File: src/rtl/scanline_reader.sv
// Display-side reader for the two-bank packed line buffer: prefetches during
// horizontal blank, unpacks 4-bit color indices and handshakes bank ownership.
module scanline_reader #(
   parameter int unsigned H_ACTIVE = 640,
   parameter int unsigned H_TOTAL  = 800,
   parameter int unsigned V_ACTIVE = 480,
   parameter int unsigned V_TOTAL  = 525,
   parameter logic [3:0]  BG_INDEX = 4'h4
) (
   input  logic        Clk50,
   input  logic        Reset,
   input  logic        pixel_en,
   input  logic [9:0]  DrawX,
   input  logic [9:0]  DrawY,
   output logic        rd_en,
   output logic [8:0]  rd_addr,
   input  logic [15:0] rd_data,
   input  logic        line_ready,
   output logic        line_release,
   output logic        read_bank,
   output logic [3:0]  color_index,
   output logic [7:0]  underrun_count
);

   localparam int unsigned WORDS = H_ACTIVE / 4;

   typedef enum logic [1:0] {IDLE, PRE1, PRE2, ACTIVE} state_t;

   state_t      state;
   logic [15:0] cur_word;
   logic [15:0] nxt_word;
   logic        fetched;
   logic        cap_nxt;

   logic        line_start;
   logic [9:0]  next_row;
   logic        visible;
   logic        in_line;
   logic [8:0]  word_fetch;
   logic [3:0]  nib;

   assign line_start = pixel_en && (DrawX == 10'(H_TOTAL - 1));
   assign next_row   = (DrawY == 10'(V_TOTAL - 1)) ? 10'd0 : DrawY + 10'd1;
   assign visible    = (DrawX < 10'(H_ACTIVE)) && (DrawY < 10'(V_ACTIVE));
   assign in_line    = (state == PRE2) || (state == ACTIVE);
   // Word two ahead of the one being displayed; cur/nxt already hold the next two.
   assign word_fetch = 9'(DrawX[9:2]) + 9'd2;

   // Leftmost pixel lives in the top nibble.
   always_comb begin
      nib = cur_word[3:0];
      case (DrawX[1:0])
         2'd0:    nib = cur_word[15:12];
         2'd1:    nib = cur_word[11:8];
         2'd2:    nib = cur_word[7:4];
         default: nib = cur_word[3:0];
      endcase
   end

   always_ff @(posedge Clk50) begin
      if (Reset) begin
         state          <= IDLE;
         rd_en          <= 1'b0;
         rd_addr        <= '0;
         line_release   <= 1'b0;
         read_bank      <= 1'b0;
         color_index    <= '0;
         underrun_count <= '0;
         cur_word       <= '0;
         nxt_word       <= '0;
         fetched        <= 1'b0;
         cap_nxt        <= 1'b0;
      end else begin
         rd_en        <= 1'b0;
         line_release <= 1'b0;
         cap_nxt      <= 1'b0;
         if (cap_nxt) nxt_word <= rd_data;

         if (pixel_en) begin
            if (!visible)     color_index <= '0;
            else if (in_line) color_index <= fetched ? nib : BG_INDEX;
            else              color_index <= '0;
         end

         // A line start always wins, aborting any line still in progress.
         if (line_start) begin
            state <= IDLE;
            if (next_row < 10'(V_ACTIVE)) begin
               if (line_ready) begin
                  fetched <= 1'b1;
                  rd_en   <= 1'b1;
                  rd_addr <= {read_bank, 8'd0};
                  state   <= PRE1;
               end else begin
                  fetched <= 1'b0;
                  if (underrun_count != 8'hFF) underrun_count <= underrun_count + 8'd1;
                  state   <= ACTIVE;
               end
            end
         end else begin
            case (state)
               PRE1: begin
                  cur_word <= rd_data;
                  rd_en    <= 1'b1;
                  rd_addr  <= {read_bank, 8'd1};
                  state    <= PRE2;
               end
               PRE2, ACTIVE: begin
                  // Pixel 0 may already arrive while word 1 is landing.
                  if (state == PRE2) begin
                     nxt_word <= rd_data;
                     state    <= ACTIVE;
                  end
                  if (pixel_en && (DrawX < 10'(H_ACTIVE))) begin
                     if (fetched && (DrawX[1:0] == 2'd3)) begin
                        cur_word <= nxt_word;
                        if (word_fetch < 9'(WORDS)) begin
                           rd_en   <= 1'b1;
                           rd_addr <= {read_bank, word_fetch[7:0]};
                           cap_nxt <= 1'b1;
                        end
                     end
                     if (DrawX == 10'(H_ACTIVE - 1)) begin
                        if (fetched) begin
                           line_release <= 1'b1;
                           read_bank    <= ~read_bank;
                        end
                        state <= IDLE;
                     end
                  end
               end
               default: ;
            endcase
         end
      end
   end

endmodule

File: config.mk
export PLATFORM = sky130hd
export DESIGN_NAME = scanline_reader
export DESIGN_NICKNAME = d
export VERILOG_FILES = /design/src/rtl/scanline_reader.sv
export SDC_FILE = /design/constraint.sdc
export NUM_CORES = 1
export LEC_CHECK = 0
export BUFFER_PORTS_ARGS = -buffer_cell sky130_fd_sc_hd__buf_4
export CORE_UTILIZATION = 46
export CTS_BUF_LIST = sky130_fd_sc_hd__clkbuf_8
export DETAILED_ROUTE_END_ITERATION = 6
export PLACE_DENSITY = 0.73
export RECOVER_POWER = 100
export SYNTH_ARGS = -nofsm -noshare
export SYNTH_HDL_FRONTEND = slang
export SYNTH_SLANG_ARGS = --single-unit
export TNS_END_PERCENT = 20
File: constraint.sdc
create_clock -name Clk50 -period 2.3 [get_ports Clk50]
set_input_delay 0.115 -clock Clk50 [delete_from_list [all_inputs] [get_ports Clk50]]
set_output_delay 0.115 -clock Clk50 [all_outputs]
set_load 0.02 [all_outputs]
==> results of run 1 <==
sequential cells by signal, indices dropped and copies added, names as in the netlist:
signal / flops
cap_nxt: 1
color_index: 4
cur_word: 16
fetched: 1
line_release: 1
nxt_word: 16
rd_addr: 9
rd_en: 1
read_bank: 1
state: 2
underrun_count: 8
routing by layer:
| layer | vias to the layer above | wire, um | track usage |
|---|---|---|---|
| li1 | 1196 | - | - |
| met4 | 0 | 70 | 0.0750 |
| met5 | - | 0 | 0 |
| met1 | 1144 | 2850 | 0.244 |
| met2 | 71 | 2870 | 0.325 |
| met3 | 8 | 392 | 0.0534 |
worst max-delay path, cell delays in order:
cell and delay, ps:
clkbuf_1 160, nand4b_1 310, nor4_4 350, o311a_1 320, o21ai_0 320, or4_1 550, a21oi_1 150
kinds of logic after synthesis:
group,share of synthesized area
muxes,0.158
and+or+nand+nor,0.183
adders and majority gates,0.00893
DFF,0.429
xor gates and xnor gates,0.0219
AOI/OAI and AO/OA,0.163
buffers and inverters,0.0366
area by class of cell:
cell class | count | area [sq um]
Fill cell | 569 | 2470
Multi-Input combinational cell | 205 | 1460
Sequential cell | 60 | 1200
Timing Repair Buffer | 68 | 409
Clock buffer | 10 | 138
Tap cell | 75 | 93.8
Clock inverter | 6 | 80.1
Inverter | 9 | 33.8
cell usage in the layout (no fill, tap or decap), drive strengths merged, types with 2 or more instances in the layout:
master  instances
buf            39
xnor2           4
nand3           7
mux2i          35
dfxtp          60
nor3            5
and3            3
a21oi           9
nand4           5
or4             3
or3             3
nor2           46
a211oi         16
nand2b          4
o21a            2
inv            11
bufinv          2
clkbuf         39
nand4b          3
o22ai           2
nor4            4
a22oi           3
a32o            7
ha              2
xor2            3
o31ai           2
mux4            4
o21ai           8
nand2          13
power by group through the flow:
stage | Clock, mW | Sequential [mW] | Combinational [mW]
floorplan | 0 | 1.06 | 0.0552
global placement | 0 | 1.06 | 0.137
detailed placement | 0 | 1.06 | 0.138
CTS | 1.05 | 1.04 | 0.138
global route | 1.10 | 1.04 | 0.144
finish | 1.03 | 1.04 | 0.132
metrics by stage:
| stage | area [sq um] | hold slack, ps | setup WS [ps] |
|---|---|---|---|
| detailed placement | 3360 | 363 | 115 |
| global placement | 3360 | 358 | 170 |
| global route | 3420 | 25.6 | 110 |
| floorplan | 2800 | 259 | 443 |
| CTS | 3570 | 8.78 | 375 |
| finish | 3420 | 21.3 | 275 |
worst min path at each step:
stage | from | end | slack (ps) | cells after the start
finish | rd_data[12] | nxt_word[12] | 20 | 3
global placement | rd_data[12] | nxt_word[12] | 360 | 3
global route | rd_data[12] | nxt_word[12] | 30 | 3
floorplan | rd_data[0] | nxt_word[0] | 260 | 2
detailed placement | rd_data[12] | nxt_word[12] | 360 | 3
CTS | rd_data[12] | nxt_word[12] | 9 | 3
==> metrics.txt, run 1 <==
Die X=80.1 um; PD cells=644 nW/um^2; Worst EP arrival=2280 ps; Ports=64; ANT cells=0; fin cells=433; Clock Power Share=0.467; reg2reg setup slack=360 ps; Syn Inst Count=290; P_leak=1.37 nW; GR Overflow Total=0; die height=80.1 um; EDFF count, synth=0; gpl congestion=0.823; CTS H-tree lvls=3; Syn-to-layout area delta=22.0%; Pre-Repair DR Iteration Count=4; Max Fclk=0.494 GHz; status=finished clean; FF+latch count, synth=60; fin. max-slew vios=0; Mapped Area=2800 sq um; fin nets=395; dpl cells=417; top cells by count, synth=dfxtp_1 (60), nor2_1 (46), mux2i_1 (35); Slew HR=0.203; # Post-CTS Setup Buffers=0; RSZ-0062 raised after global routing=no; asr flop ratio synth=0; Distinct cells, synth=47; r2r startpoint=fetched; Detail Route Antenna Nets=0; total die area=6410 sq um; largest cells by area after synthesis=dfxtp_1 (43%), mux2i_1 (13%), nor2_1 (6.2%), a211oi_1 (4.3%), a32o_1 (2.5%); logic gate share of total power=0.060; vias in the first global route=2129; R2R cell count=4; Ys Warns=0; vias post-DR=2419; min Tclk post-route=2020 ps; Worst-path clk slew=70 ps; switch share=0.213; Least-Margin Pin Slew=1200 ps; post-synthesis sequential area ratio=0.429; power after layout=2.20 mW; Net Count, Synth=332; r2r endpoint=cur_word[1]; Worst Hold Class=input port to register; share of layout cells above drive strength 1=0.176; CP startpoint=DrawX[7]; global-route wire length before repair=9.64 mm; Worst Clk Skew=9.26 ps; DRT iter0 DRCs=152; TritonCTS Buffers=9; Global Route Usage Sum=0.197; clk buf depth=2; Setup crit end=underrun_count[5]; Vias/cell=5.59; Max Cap Viol=0; fin crit share=0.880; largest net degree at the start of global routing=51; sequential share of power=0.472; Worst IR Drop VDD=0.404 mV; setup TNS=0 ps; post-synth top area share=0.429; CTS tree=done; Std-Cell Rows=28; Top FF cell, synth=dfxtp_1; port buffer count=63; WP data required=2550 ps; Final Hold Viols=0; initial core utilization=0.476; P_int=1.73 mW; Final Util=0.581; total clock sinks=60; initial antenna violation count=0; count leader, synth=dfxtp_1; Worst-Skew Late Latency=330 ps; critical path launch point type=input port; Mapped Avg Cell Area=9.66 sq um; CTS Hold Bufs=0; Crit Path Category=input port to register; top cell type by total area after synthesis=dfxtp_1; HPWL Detailed=4.35 mm; critical path fanouts, max=8; CTS root buffer=clkbuf_8; drt drc=0; WL/cell=14.3 um; Net Sw Power=0.468 mW; Core ar.=5890 sq um; quantity of gates resized following cts=0; final wirelength=6.18 mm; Setup crit end kind=register; Final setup viols=0
Note: power is estimated with default switching activity, not from simulation.
==> run 2, diff against run 1 <==
Settings changed: RECOVER_POWER 100 to default.
==> run 2 against run 1 <==
Against the previous run: total power up 0.35%; wire length down 0.66%; global-route usage unchanged; die area unchanged; critical path type is now register to register; critical endpoint is now cur_word[1]; highest routed layer unchanged.
==> metrics.txt, run 2 (synthesis results as in run 1) <==
WHS=20.4 ps (-0.932 ps); Buf/Inv on CP=0 (-1); Syn-to-layout area delta=27.5%; CTS root buffer=clkbuf_8; share of layout cells above drive strength 1=0.263 (+0.0866); port buffer count=63 (unchanged); highest-count cells in the layout ignoring fill and taps=buf_4 (67), dfxtp_1 (60), nor2_1 (46), mux2i_1 (35), a211oi_1 (16); die height=80.1 um (unchanged); Ports=64 (unchanged); # Post-CTS Setup Buffers=0 (unchanged); CTS tree=done; sequential share of power=0.471 (about the same); WP data required=2540 ps (about the same); Max Cap Viol=0 (unchanged); Final setup viols=0 (unchanged); status=finished clean; total clock sinks=60 (unchanged); fin. max-slew vios=0 (unchanged); DRT iter0 DRCs=113 (-26%); power after layout=2.21 mW (+0.35%); Largest delay share family, worst path=compound AO/OA/AOI/OAI gates; Worst Hold Class=input port to register; GR Overflow Total=0 (unchanged); switch share=0.214 (+0.00141); RSZ-0062 raised after global routing=no; fin nets=395 (unchanged); critical-path cell list=nand3_1, o22ai_2, nor2_1, a211oi_1; critical path launch point type=register; Worst Clk Skew=9.35 ps (+0.0906 ps); Detail Route Antenna Nets=0 (unchanged); logic gate share of total power=0.063 (+0.003); CP max stage delay=920 ps (+370 ps); vias in the first global route=2129 (unchanged); Slew HR=0.208 (+0.00496); min Tclk post-route=1930 ps (-96.2 ps); Vias/cell=5.56 (-0.50%); Least-Margin Pin Slew=1190 ps (-7.44 ps); Worst EP arrival=2170 ps (-110 ps); Worst-path clk slew=70 ps (about the same); biggest regs=cur_word: 16 flops, nxt_word: 16 flops, rd_addr: 9 flops; Max Fclk=0.519 GHz (+5.0%); Pre-Repair DR Iteration Count=4 (unchanged); setup TNS=0 ps (unchanged); CTS Hold Bufs=0 (unchanged); vias post-DR=2407 (-0.50%); Setup crit end kind=register; gpl congestion=0.823 (unchanged); initial core utilization=0.476 (unchanged); commonest non-fill, non-tap cell in the layout=buf_4; fin crit share=0.838 (-0.0418); ANT cells=0 (unchanged); Net Sw Power=0.473 mW (+1.0%); PD cells=618 nW/um^2 (-4.0%); initial antenna violation count=0 (unchanged); total die area=6410 sq um (unchanged); final wirelength=6.14 mm (-0.66%); P_leak=1.52 nW (+11%); WL/cell=14.2 um (-0.66%); HPWL Detailed=4.35 mm (unchanged); Final Hold Viols=0 (unchanged); largest net degree at the start of global routing=51 (unchanged); quantity of gates resized following cts=0 (unchanged); Crit Path Category=register to register; slowest CP cell=o22ai_2; Clock Power Share=0.467 (about the same); Std-Cell Rows=28 (unchanged); Worst IR Drop VDD=0.405 mV (+0.32%); Worst-Skew Late Latency=330 ps (about the same); Die X=80.1 um (unchanged); P_int=1.74 mW (+0.17%); critical path fanouts, max=32 (+24); TritonCTS Buffers=9 (unchanged); Global Route Usage Sum=0.197 (unchanged); Core ar.=5890 sq um (unchanged); clk buf depth=2 (unchanged); drt drc=0 (unchanged); global-route wire length before repair=9.64 mm (unchanged); CTS H-tree lvls=3 (unchanged)
-- run 2: worst paths after layout --
check,slack (ps),cells past startpoint,start,to
min reg2reg,480,2,rd_addr[0],rd_addr[0]
min,20,3,rd_data[12],nxt_word[12]
max reg2reg,370,4,fetched,cur_word[1]
max,370,4,fetched,cur_word[1]
-- run 2: layout make-up --
class	instances	area, sq um
inverter	9	33.8
sequential	60	1200
timing repair buffer	68	523
multi-input combinational	205	1510
clock inverter	6	80.1
fill	534	2310
tap	75	93.8
clock buffer	10	138
-- run 2: per-stage QoR --
step | cell area (sq um) | std cells | util | setup slack, ps
after global placement | 3360 | 417 | 0.570 | 170
after CTS | 3570 | 433 | 0.607 | 375
final | 3570 | 433 | 0.607 | 372
after global routing | 3570 | 433 | 0.607 | 142
after detailed placement | 3360 | 417 | 0.570 | 115
after floorplan | 2800 | 290 | - | 443
-- run 2: power by group through the flow --
stage / logic, mW / clock network [mW] / registers [mW]
after floorplan: 0.0552 / 0 / 1.06
after global placement: 0.137 / 0 / 1.06
after detailed placement: 0.138 / 0 / 1.06
after CTS: 0.138 / 1.05 / 1.04
after global routing: 0.149 / 1.10 / 1.04
final: 0.138 / 1.03 / 1.04
-- run 2: worst min-delay path: stages --
cell and delay (ps):
buf_4 80, mux2i_1 50, nor2_1 70
-- run 2: routing by layer --
metal / track usage / share of wire
met5: 0 / 0
met4: 0.0750 / 0.011
met3: 0.0534 / 0.052
met2: 0.325 / 0.47
met1: 0.244 / 0.47
==> run 3, diff against run 2 <==
Clock period 2.3 ns to 2 ns, I/O delays scaled along.
==> run 3 against run 2 <==
Against the previous run: total power grew 4.1%; die area unchanged; combinational power increased by 28%; flip-flop and latch count is the same; via count up 1.8%; worst hold slack worse by 5.8 ps; critical path depth up 3; global-route usage up 1.6 points; utilization rose by 1.6 points; sequential power grew 15%; clock power is 9.9% lower.
==> metrics.txt, run 3 (synthesis results as in run 1) <==
CP max stage delay=520 ps (-400 ps); Final Hold Viols=0 (unchanged); min Tclk post-route=1900 ps; share of layout cells above drive strength 1=0.269 (+0.00625); initial antenna violation count=0 (unchanged); Max Cap Viol=0 (unchanged); total clock sinks=60 (unchanged); WL/cell=14.3 um (+0.94%); Setup crit end kind=register; largest net degree at the start of global routing=51 (unchanged); Slew HR=0.475 (+0.267); CTS H-tree lvls=3 (unchanged); critical path launch point type=input port; Final setup viols=0 (unchanged); Pre-Repair DR Iteration Count=4 (unchanged); Std-Cell Rows=28 (unchanged); Largest delay share family, worst path=compound AO/OA/AOI/OAI gates; Worst IR Drop VDD=0.504 mV (+24%); Final Util=0.623 (+0.0155); Vias/cell=5.48 (-1.4%); critical-path cell list=buf_4, or4_1, nor4_1, o21a_1, a2bb2oi_1, o22ai_2, a32o_1; Worst-path clk slew=60 ps (about the same); fin. max-slew vios=0 (unchanged); P_leak=1.57 nW (+3.2%); Worst-Skew Late Latency=330 ps (about the same); WP data required=2230 ps (-310 ps); Detail Route Antenna Nets=0 (unchanged); Worst EP arrival=2120 ps (-50 ps); CTS root buffer=clkbuf_8; final wirelength=6.40 mm (+4.2%); fin crit share=0.950; status=finished clean; initial core utilization=0.476 (unchanged); vias in the first global route=2328 (+9.3%); Crit Path Category=input port to register; CTS tree=done; slowest CP cell=or4_1; ANT cells=0 (unchanged); highest-count cells in the layout ignoring fill and taps=buf_4 (74), dfxtp_1 (60), nor2_1 (46), mux2i_1 (35), a211oi_1 (16); TritonCTS Buffers=9 (unchanged); WHS=14.6 ps (-5.79 ps); drt drc=0 (unchanged); HPWL Detailed=4.69 mm (+7.8%); gpl congestion=0.802 (-2.6%); commonest non-fill, non-tap cell in the layout=buf_4; vias post-DR=2451 (+1.8%); fin nets=410 (+3.8%); Buf/Inv on CP=1 (+1); Worst Hold Class=input port to register; clk buf depth=2 (unchanged); Syn-to-layout area delta=30.8%; port buffer count=63 (unchanged); PD cells=627 nW/um^2 (+1.6%); critical path fanouts, max=10 (-69%); global-route wire length before repair=10.4 mm (+7.6%); Worst Clk Skew=4.98 ps (-4.36 ps); Least-Margin Pin Slew=788 ps (-400 ps); Max Fclk=0.527 GHz; die height=80.1 um (unchanged); Core ar.=5890 sq um (unchanged); GR Overflow Total=0 (unchanged); reg2reg setup slack=380 ps (about the same); Die X=80.1 um (unchanged); RSZ-0062 raised after global routing=no; Global Route Usage Sum=0.213 (+0.0164); DRT iter0 DRCs=124 (+9.7%); total die area=6410 sq um (unchanged); power after layout=2.30 mW (+4.1%); # Post-CTS Setup Buffers=0 (unchanged); biggest regs=cur_word: 16 flops, nxt_word: 16 flops, rd_addr: 9 flops; Ports=64 (unchanged)
[run 3: changes by cell type in the layout (fill, tap and decap cells not counted), sizes merged]
cell | before | now
buf | 68 | 75
clkinv | 1 | 2
dlygate4sd3 | 0 | 8
clkbuf | 10 | 11
bufinv | 2 | 0
clkinvlp | 1 | 0
[run 3: worst register-to-register path: cells and delay by family, from the launching register on]
kind	cells	cell delay [ps]
DFF	1	340
and+or+nand+nor	3	800
adders and majority gates	1	260
AOI/OAI and AO/OA	1	160
[run 3: per-stage QoR]
| stage | setup TNS, ps | cells | cell area [sq um] | setup slack [ps] |
|---|---|---|---|---|
| after global routing | 0 | 447 | 3670 | 42.1 |
| after detailed placement | -3160 | 424 | 3410 | -298 |
| after global placement | -950 | 424 | 3410 | -130 |
| after CTS | 0 | 447 | 3660 | 66.8 |
| final | 0 | 447 | 3670 | 101 |
| after floorplan | 0 | 290 | 2800 | 158 |
[run 3: cell type report]
| cell class | instances | area (sq um) |
|---|---|---|
| tap | 75 | 93.8 |
| inverter | 9 | 33.8 |
| clock inverter | 4 | 17.5 |
| clock buffer | 11 | 151 |
| timing repair buffer | 83 | 656 |
| sequential | 60 | 1200 |
| multi-input combinational | 205 | 1510 |
| fill | 529 | 2220 |
[run 3: power by group]
group          total, mW  leakage [nW]  internal, mW  switching (mW)
clock network      0.928        0.0976         0.496           0.431
logic              0.176         0.987        0.0900          0.0861
registers           1.20         0.483          1.20        0.000278
[run 3: worst paths after layout]
| check | to | cells after the start | from |
|---|---|---|---|
| min | nxt_word[14] | 3 | rd_data[14] |
| min reg2reg | rd_addr[8] | 2 | rd_addr[8] |
| max | rd_addr[3] | 7 | DrawY[8] |
| max reg2reg | underrun_count[5] | 5 | underrun_count[0] |
[run 3: what timing repair did]
| item | 4_1_cts | 5_1_grt |
|---|---|---|
| hold endpoints to repair | 8 | 0 |
| gates resized for setup | 0 | 1 |
| endpoints found under the setup margin | 0 | 10 |
| hold buffers | 8 | 0 |
[run 3: layer usage]
| metal | GRT usage | up-vias | routed length, um |
|---|---|---|---|
| met3 | 0.0761 | 8 | 437 |
| met5 | 0 | - | 0 |
| met1 | 0.244 | 1140 | 2730 |
| li1 | - | 1228 | - |
| met2 | 0.369 | 75 | 3180 |
| met4 | 0.0661 | 0 | 53 |
